**config.mk**
```make
export PLATFORM = sky130hd
export DESIGN_NAME = pipeline_hazard_controller_flat
export DESIGN_NICKNAME = d
export VERILOG_FILES = /design/src/rtl/pipeline_hazard_controller_if.sv /design/src/rtl/pipeline_hazard_controller.sv /design/src/flat_wrapper.sv
export SDC_FILE = /design/constraint.sdc
export NUM_CORES = 1
export LEC_CHECK = 0
export CORE_MARGIN = 5
export CORE_UTILIZATION = 53
export CTS_CLUSTER_SIZE = 14
export DETAILED_ROUTE_END_ITERATION = 16
export GPL_ROUTABILITY_DRIVEN = 0
export PLACE_DENSITY = 0.85
export SYNTH_ARGS = -nofsm -noshare
export SYNTH_HDL_FRONTEND = slang
export SYNTH_SLANG_ARGS = --single-unit
```
**constraint.sdc**
```tcl
create_clock -name clk -period 4.7 [get_ports clk]
set_input_delay 0.94 -clock clk [delete_from_list [all_inputs] [get_ports clk]]
set_output_delay 0.94 -clock clk [all_outputs]
set_load 0.02 [all_outputs]
```
**src/rtl/pipeline_hazard_controller_if.sv**
```systemverilog
// Hazard-controller bundle: ID/EX/MEM hazard sources in, stage-register
// write/flush controls and status/performance counters out.
interface pipeline_hazard_controller_if #(
  parameter int CNT_W = 16
);
  // hazard sources
  logic [4:0]       id_rs;
  logic [4:0]       id_rt;
  logic             id_uses_rt;
  logic             id_halt;
  logic             ex_MemRead;
  logic [4:0]       ex_rt;
  logic             mem_branch_taken;
  logic             mem_req;
  logic             mem_ready;
  // stage-register controls and status
  logic             pc_write;
  logic             if_id_write;
  logic             if_id_flush;
  logic             id_ex_flush;
  logic             ex_mem_flush;
  logic             pipe_enable;
  logic             halted;
  logic             fault;
  logic [CNT_W-1:0] stall_count;
  logic [CNT_W-1:0] flush_count;

  // pipeline side: presents hazard sources, consumes controls
  modport master (
    output id_rs, id_rt, id_uses_rt, id_halt, ex_MemRead, ex_rt,
           mem_branch_taken, mem_req, mem_ready,
    input  pc_write, if_id_write, if_id_flush, id_ex_flush, ex_mem_flush,
           pipe_enable, halted, fault, stall_count, flush_count
  );

  // controller side
  modport slave (
    input  id_rs, id_rt, id_uses_rt, id_halt, ex_MemRead, ex_rt,
           mem_branch_taken, mem_req, mem_ready,
    output pc_write, if_id_write, if_id_flush, id_ex_flush, ex_mem_flush,
           pipe_enable, halted, fault, stall_count, flush_count
  );
endinterface

```
**src/rtl/pipeline_hazard_controller.sv**
```systemverilog
// Pipeline hazard controller for the 5-stage MIPS pipeline.
// Controls are combinational from state and inputs so that a hazard is
// answered in the same cycle it appears; sequencing state is registered.
module pipeline_hazard_controller #(
  parameter int MEM_TIMEOUT = 255,
  parameter int CNT_W       = 16
) (
  input  logic                          clk,
  input  logic                          reset,
  pipeline_hazard_controller_if.slave   hz
);

  localparam int WAIT_RAW = $clog2(MEM_TIMEOUT + 1);
  localparam int WAIT_W   = (WAIT_RAW > 8) ? WAIT_RAW : 8;

  localparam logic [CNT_W-1:0]  CNT_ONE  = CNT_W'(1);
  localparam logic [CNT_W-1:0]  CNT_MAX  = {CNT_W{1'b1}};
  localparam logic [WAIT_W:0]   WAIT_ONE = (WAIT_W + 1)'(1);
  localparam logic [WAIT_W:0]   WAIT_LIM = (WAIT_W + 1)'(MEM_TIMEOUT);

  typedef enum logic [2:0] {
    ST_RUN      = 3'd0,
    ST_MEM_WAIT = 3'd1,
    ST_DRAIN    = 3'd2,
    ST_HALTED   = 3'd3,
    ST_FAULT    = 3'd4
  } state_t;

  state_t            r_state;
  state_t            r_ret_state;
  logic [WAIT_W-1:0] r_wait_cnt;
  logic [1:0]        r_drain_cnt;
  logic [CNT_W-1:0]  r_stall_cnt;
  logic [CNT_W-1:0]  r_flush_cnt;

  logic              w_load_use;
  logic              w_memwait;
  logic [WAIT_W:0]   w_wait_inc;
  logic              w_hold_freeze;
  logic              w_enter_freeze;
  logic              w_drain_rules;

  logic              w_pc_write;
  logic              w_if_id_write;
  logic              w_if_id_flush;
  logic              w_id_ex_flush;
  logic              w_ex_mem_flush;
  logic              w_pipe_enable;
  logic              w_halted;
  logic              w_fault;

  state_t            w_nxt_state;
  state_t            w_nxt_ret;
  logic [WAIT_W-1:0] w_nxt_wait;
  logic [1:0]        w_nxt_drain;
  logic              w_stall_inc;
  logic              w_flush_inc;

  // hazard detection and which rule set applies this cycle
  always_comb begin
    w_load_use = hz.ex_MemRead && (hz.ex_rt != 5'd0) &&
                 ((hz.ex_rt == hz.id_rs) || (hz.id_uses_rt && (hz.ex_rt == hz.id_rt)));
    w_memwait  = hz.mem_req && !hz.mem_ready;
    w_wait_inc = {1'b0, r_wait_cnt} + WAIT_ONE;
    // while waiting, only mem_ready releases the freeze
    w_hold_freeze  = (r_state == ST_MEM_WAIT) && !hz.mem_ready;
    w_enter_freeze = ((r_state == ST_RUN) || (r_state == ST_DRAIN)) && w_memwait;
    // a release from MEM_WAIT resumes whichever sequence it interrupted
    w_drain_rules  = (r_state == ST_DRAIN) ||
                     ((r_state == ST_MEM_WAIT) && (r_ret_state == ST_DRAIN));
  end

  // stage controls and next-state decision
  always_comb begin
    w_pc_write     = 1'b1;
    w_if_id_write  = 1'b1;
    w_if_id_flush  = 1'b0;
    w_id_ex_flush  = 1'b0;
    w_ex_mem_flush = 1'b0;
    w_pipe_enable  = 1'b1;
    w_halted       = 1'b0;
    w_fault        = 1'b0;
    w_nxt_state    = r_state;
    w_nxt_ret      = r_ret_state;
    w_nxt_wait     = r_wait_cnt;
    w_nxt_drain    = r_drain_cnt;
    w_stall_inc    = 1'b0;
    w_flush_inc    = 1'b0;

    if (reset) begin
      w_pc_write    = 1'b0;
      w_if_id_write = 1'b0;
      w_pipe_enable = 1'b0;
      w_nxt_state   = ST_RUN;
    end else if ((r_state == ST_HALTED) || (r_state == ST_FAULT)) begin
      w_pc_write    = 1'b0;
      w_if_id_write = 1'b0;
      w_pipe_enable = 1'b0;
      w_halted      = (r_state == ST_HALTED);
      w_fault       = (r_state == ST_FAULT);
    end else if (w_hold_freeze) begin
      w_pc_write    = 1'b0;
      w_if_id_write = 1'b0;
      w_pipe_enable = 1'b0;
      w_stall_inc   = 1'b1;
      w_nxt_wait    = w_wait_inc[WAIT_W-1:0];
      if (w_wait_inc >= WAIT_LIM) begin
        w_nxt_state = ST_FAULT;
      end else begin
        w_nxt_state = ST_MEM_WAIT;
      end
    end else if (w_enter_freeze) begin
      w_pc_write    = 1'b0;
      w_if_id_write = 1'b0;
      w_pipe_enable = 1'b0;
      w_stall_inc   = 1'b1;
      w_nxt_wait    = WAIT_W'(1);
      w_nxt_ret     = (r_state == ST_DRAIN) ? ST_DRAIN : ST_RUN;
      w_nxt_state   = ST_MEM_WAIT;
    end else if (hz.mem_branch_taken) begin
      // taken branch squashes everything younger, including a speculative halt
      w_if_id_flush  = 1'b1;
      w_id_ex_flush  = 1'b1;
      w_ex_mem_flush = 1'b1;
      w_flush_inc    = 1'b1;
      w_nxt_state    = ST_RUN;
    end else if (w_drain_rules) begin
      w_pc_write    = 1'b0;
      w_if_id_write = 1'b0;
      w_id_ex_flush = 1'b1;
      w_nxt_drain   = r_drain_cnt - 2'd1;
      if (r_drain_cnt <= 2'd1) begin
        w_nxt_state = ST_HALTED;
      end else begin
        w_nxt_state = ST_DRAIN;
      end
    end else if (w_load_use) begin
      w_pc_write    = 1'b0;
      w_if_id_write = 1'b0;
      w_id_ex_flush = 1'b1;
      w_stall_inc   = 1'b1;
      w_nxt_state   = ST_RUN;
    end else if (hz.id_halt) begin
      w_pc_write    = 1'b0;
      w_if_id_write = 1'b0;
      w_id_ex_flush = 1'b1;
      w_nxt_drain   = 2'd2;
      w_nxt_state   = ST_DRAIN;
    end else begin
      w_nxt_state = ST_RUN;
    end
  end

  // sequencing state and saturating performance counters
  always_ff @(posedge clk) begin
    if (reset) begin
      r_state     <= ST_RUN;
      r_ret_state <= ST_RUN;
      r_wait_cnt  <= '0;
      r_drain_cnt <= 2'd0;
      r_stall_cnt <= '0;
      r_flush_cnt <= '0;
    end else begin
      r_state     <= w_nxt_state;
      r_ret_state <= w_nxt_ret;
      r_wait_cnt  <= w_nxt_wait;
      r_drain_cnt <= w_nxt_drain;
      if (w_stall_inc && (r_stall_cnt != CNT_MAX)) begin
        r_stall_cnt <= r_stall_cnt + CNT_ONE;
      end
      if (w_flush_inc && (r_flush_cnt != CNT_MAX)) begin
        r_flush_cnt <= r_flush_cnt + CNT_ONE;
      end
    end
  end

  assign hz.pc_write     = w_pc_write;
  assign hz.if_id_write  = w_if_id_write;
  assign hz.if_id_flush  = w_if_id_flush;
  assign hz.id_ex_flush  = w_id_ex_flush;
  assign hz.ex_mem_flush = w_ex_mem_flush;
  assign hz.pipe_enable  = w_pipe_enable;
  assign hz.halted       = w_halted;
  assign hz.fault        = w_fault;
  assign hz.stall_count  = r_stall_cnt;
  assign hz.flush_count  = r_flush_cnt;

endmodule

```
**src/flat_wrapper.sv**
```systemverilog
// flat-port wrapper written by rule: the top's interface ports become plain ports
module pipeline_hazard_controller_flat 
#(
  parameter int MEM_TIMEOUT = 255,
  parameter int CNT_W       = 16
)
  (clk, reset, hz_id_rs, hz_id_rt, hz_id_uses_rt, hz_id_halt, hz_ex_MemRead, hz_ex_rt, hz_mem_branch_taken, hz_mem_req, hz_mem_ready, hz_pc_write, hz_if_id_write, hz_if_id_flush, hz_id_ex_flush, hz_ex_mem_flush, hz_pipe_enable, hz_halted, hz_fault, hz_stall_count, hz_flush_count);
  pipeline_hazard_controller_if #(.CNT_W(CNT_W)) hz_i ();
  input  logic clk;
  input  logic reset;
  input wire logic [$bits(hz_i.id_rs)-1:0] hz_id_rs;
  input wire logic [$bits(hz_i.id_rt)-1:0] hz_id_rt;
  input wire logic [$bits(hz_i.id_uses_rt)-1:0] hz_id_uses_rt;
  input wire logic [$bits(hz_i.id_halt)-1:0] hz_id_halt;
  input wire logic [$bits(hz_i.ex_MemRead)-1:0] hz_ex_MemRead;
  input wire logic [$bits(hz_i.ex_rt)-1:0] hz_ex_rt;
  input wire logic [$bits(hz_i.mem_branch_taken)-1:0] hz_mem_branch_taken;
  input wire logic [$bits(hz_i.mem_req)-1:0] hz_mem_req;
  input wire logic [$bits(hz_i.mem_ready)-1:0] hz_mem_ready;
  output wire logic [$bits(hz_i.pc_write)-1:0] hz_pc_write;
  output wire logic [$bits(hz_i.if_id_write)-1:0] hz_if_id_write;
  output wire logic [$bits(hz_i.if_id_flush)-1:0] hz_if_id_flush;
  output wire logic [$bits(hz_i.id_ex_flush)-1:0] hz_id_ex_flush;
  output wire logic [$bits(hz_i.ex_mem_flush)-1:0] hz_ex_mem_flush;
  output wire logic [$bits(hz_i.pipe_enable)-1:0] hz_pipe_enable;
  output wire logic [$bits(hz_i.halted)-1:0] hz_halted;
  output wire logic [$bits(hz_i.fault)-1:0] hz_fault;
  output wire logic [$bits(hz_i.stall_count)-1:0] hz_stall_count;
  output wire logic [$bits(hz_i.flush_count)-1:0] hz_flush_count;
  assign hz_i.id_rs = hz_id_rs;
  assign hz_i.id_rt = hz_id_rt;
  assign hz_i.id_uses_rt = hz_id_uses_rt;
  assign hz_i.id_halt = hz_id_halt;
  assign hz_i.ex_MemRead = hz_ex_MemRead;
  assign hz_i.ex_rt = hz_ex_rt;
  assign hz_i.mem_branch_taken = hz_mem_branch_taken;
  assign hz_i.mem_req = hz_mem_req;
  assign hz_i.mem_ready = hz_mem_ready;
  assign hz_pc_write = hz_i.pc_write;
  assign hz_if_id_write = hz_i.if_id_write;
  assign hz_if_id_flush = hz_i.if_id_flush;
  assign hz_id_ex_flush = hz_i.id_ex_flush;
  assign hz_ex_mem_flush = hz_i.ex_mem_flush;
  assign hz_pipe_enable = hz_i.pipe_enable;
  assign hz_halted = hz_i.halted;
  assign hz_fault = hz_i.fault;
  assign hz_stall_count = hz_i.stall_count;
  assign hz_flush_count = hz_i.flush_count;
  pipeline_hazard_controller #(.MEM_TIMEOUT(MEM_TIMEOUT), .CNT_W(CNT_W)) u_core (.clk(clk), .reset(reset), .hz(hz_i));
endmodule
```
==> metrics.cfg <==
[timing]
rsz0062_at_grt=false
hold_violations=0
worstMarginPinSlew_ns=1.13
setup_viol=0
clock_skew_ns=0.00288
holdWs_ns=0.502
post-route-period-util_pct=88.0
setup-tns-final_ns=0
slew_violations=0
max_freq_ghz=0.242
layout_min_cycle_time_ns=4.14
maxSlewHeadroom_pct=24.1

[detailed_routing]
drc_errors=0
vias=2554
drtIter0Drc=156
wl_per_cell_um=14.3
detail-route-antenna-nets=0
drt_first_pass_iters=4
routed_via_density=5.80
wirelength_um=6280

[clock_tree]
cts_resized=0
ctsHoldBuffers=0
cts_setup_buffers=0
clk_path_buf_depth=2
cts_tree=built
htree_levels=2
clkTransAtPathRegs_ns=0.08
clock-root-buffer=clkbuf_8
cts_made_buffers=5
cts.sinks=46
clkLatencyLatePin_ns=0.30

[global_route]
gr-total-overflow=0
grt_use_total_pct=21.3
antenna_found_initial=0
grt_pass1_vias=2428
grt_pass1_wl_um=11000
grt_max_degree=42

[layout]
final_util_pct=70.5
mostFrequentLayoutCell=clkdlybuf4s50_1
drive_above_1_share_pct=4.56
diodes=0
final_cell_mix=clkdlybuf4s50_1 (62), dfxtp_1 (46), nor2_1 (40), a21oi_1 (24), nand3_1 (20)
fin_area_um2=3330
fillers=376
fin_nets=400
syn2layout_area_growth_pct=29.1

[synth]
yosysTopAreaCell=dfxtp_1
netlist_area_um2=2580
ys_async_sr_fraction_pct=0
synth_seq_cells=46
synth_nets=346
syn_area_per_cell_um2=8.11
yosys-top-cells-area=dfxtp_1 (36%), nor2_1 (5.8%), xnor2_1 (4.8%)
ys_types=50
synth_ff_type=dfxtp_1
synthDominantCellAreaShare_pct=35.7
synth_cells=318
synth-edff-count=0
ys_warn_count=0
ys_seq_area_share_pct=35.7

[floorplan]
fp.dieW_um=79.8
floorplan.initialDensity_pct=54.6
ios=63
core.rowCount=25
die_h_um=79.8
dieArea_um2=6360
coreArea_um2=4720

[setup_path]
worstSetupPathType=input port to output port
cp.arrival_ns=3.20
critical_path.slowest_cell=clkdlybuf4s50_1
critPathTopFamily=buffers and inverters
crit_chain=clkdlybuf4s50_1 -> or4_1 -> o21ai_1 -> nor2_1 -> nor3_1 -> o21a_1 -> clkdlybuf4s50_1
worstRegToRegCells=6
critPathLaunch=hz_ex_rt[0]
cpPeakStageDelay_ns=0.61
endpoint_kind=output port
r2r-end=u_core.hz.flush_count[10]$_SDFFE_PP0P_
r2r_slack_ns=2.10
cp_common_cell=clkdlybuf4s50_1
worstPathRequired_ns=3.76
timing.rr.start=u_core.hz.flush_count[6]$_SDFFE_PP0P_
cp-start-kind=input port
path_buf_inv=2
worstPathMaxFanout=3

[hold_path]
hold_class=flop to flop
min_from=u_core.hz.stall_count[14]$_SDFFE_PP0P_
min_to=u_core.hz.stall_count[14]$_SDFFE_PP0P_
hold_depth=2

[flow_run]
drv_cap=0

[pwr]
vdd_drop_max_uv=185
p_total_mw=0.802
pwr_density_cell_nw_per_um2=241
cellLeakagePower_nw=1.14

[run_status]
outcome=finished, final reports clean

[place]
place_area_um2=3220
portBuffers=62
dp_hpwl_um=4480

## synth_stat cells (2+ instances only)
library cell	number
dfxtp_1	46
nor2_1	40
a21oi_1	24
nand3_1	20
nand2_1	19
xnor2_1	14
nor3_1	12
clkbuf_1	11
or4_1	11
and3_1	10
o21ai_0	9
o31ai_1	9
xor2_1	9
ha_1	5
inv_1	5
nand4_1	5
nor2b_1	5
nor4_1	5
buf_2	4
mux2i_1	4
nand3b_1	4
mux2_1	3
nand2b_1	3
nor3b_1	3
o21a_1	3
o21ai_1	3
a211oi_1	2
a21o_1	2
and4_1	2
buf_4	2
mux2_2	2
nor4b_1	2
o211ai_1	2
o41ai_1	2
## power by group
group          total (mW)  internal, mW  switching [mW]
sequential          0.404         0.395         0.00864
combinational       0.108        0.0510          0.0573
clock               0.290         0.159           0.131
total               0.802         0.606           0.196
## through the flow
step | setup WS [ns] | std cells
floorplan | 1.47 | 318
CTS | 0.565 | 440
global route | 0.437 | 440
finish | 0.564 | 440
global placement | 0.603 | 432
detailed placement | 0.549 | 432
## worst min-delay path: cells and delay by family, from the launching register on
family          cells  cell delay [ns]
compound gates      2             0.12
flops               1             0.34
## layout make-up
| class | count | area, µm² | share of cell area, % |
|---|---|---|---|
| repair buffers | 66 | 651 | 19.5 |
| multi-input cells | 248 | 1550 | 46.5 |
| inverters | 5 | 18.8 | 0.564 |
| flip-flops and latches | 46 | 921 | 27.7 |
| well taps | 67 | 83.8 | 2.52 |
| clock inverters | 1 | 30.0 | 0.902 |
| clock buffers | 7 | 76.3 | 2.29 |
## state kept, by name (all words and copies together) (netlist names)
| signal | count |
|---|---|
| u_core.hz.stall_count | 16 |
| u_core.r_ret_state | 1 |
| u_core.r_state | 3 |
| u_core.hz.flush_count | 16 |
| u_core.r_drain_cnt | 2 |
| u_core.r_wait_cnt | 8 |
## per-layer routing
metal / track usage, % / part of all wire, % / up-vias
met5: 0 / 0 / -
met4: 5.74 / 1.2 / 0
met3: 5.76 / 3.5 / 9
met2: 36.4 / 50 / 50
met1: 26.3 / 45 / 1225
li1: - / - / 1270
## cells by family after synthesis
group / synth area share (%)
muxes: 3.74
AOI/OAI and AO/OA: 15.8
DFF: 35.7
buffers and inverters: 4.27
and+or+nand+nor: 30.2
adders and majority gates: 2.43
xor gates and xnor gates: 7.81
## worst max-delay path by stage
stage | slack (ns) | to | depth (start not counted)
final | 0.56 | hz_if_id_write | 7
after global routing | 0.44 | hz_if_id_write | 7
after CTS | 0.56 | hz_if_id_write | 7
after detailed placement | 0.55 | hz_if_id_write | 7
after global placement | 0.60 | hz_pc_write | 7
after floorplan | 1.47 | hz_pc_write | 6
(Power assumes the default switching activity.)
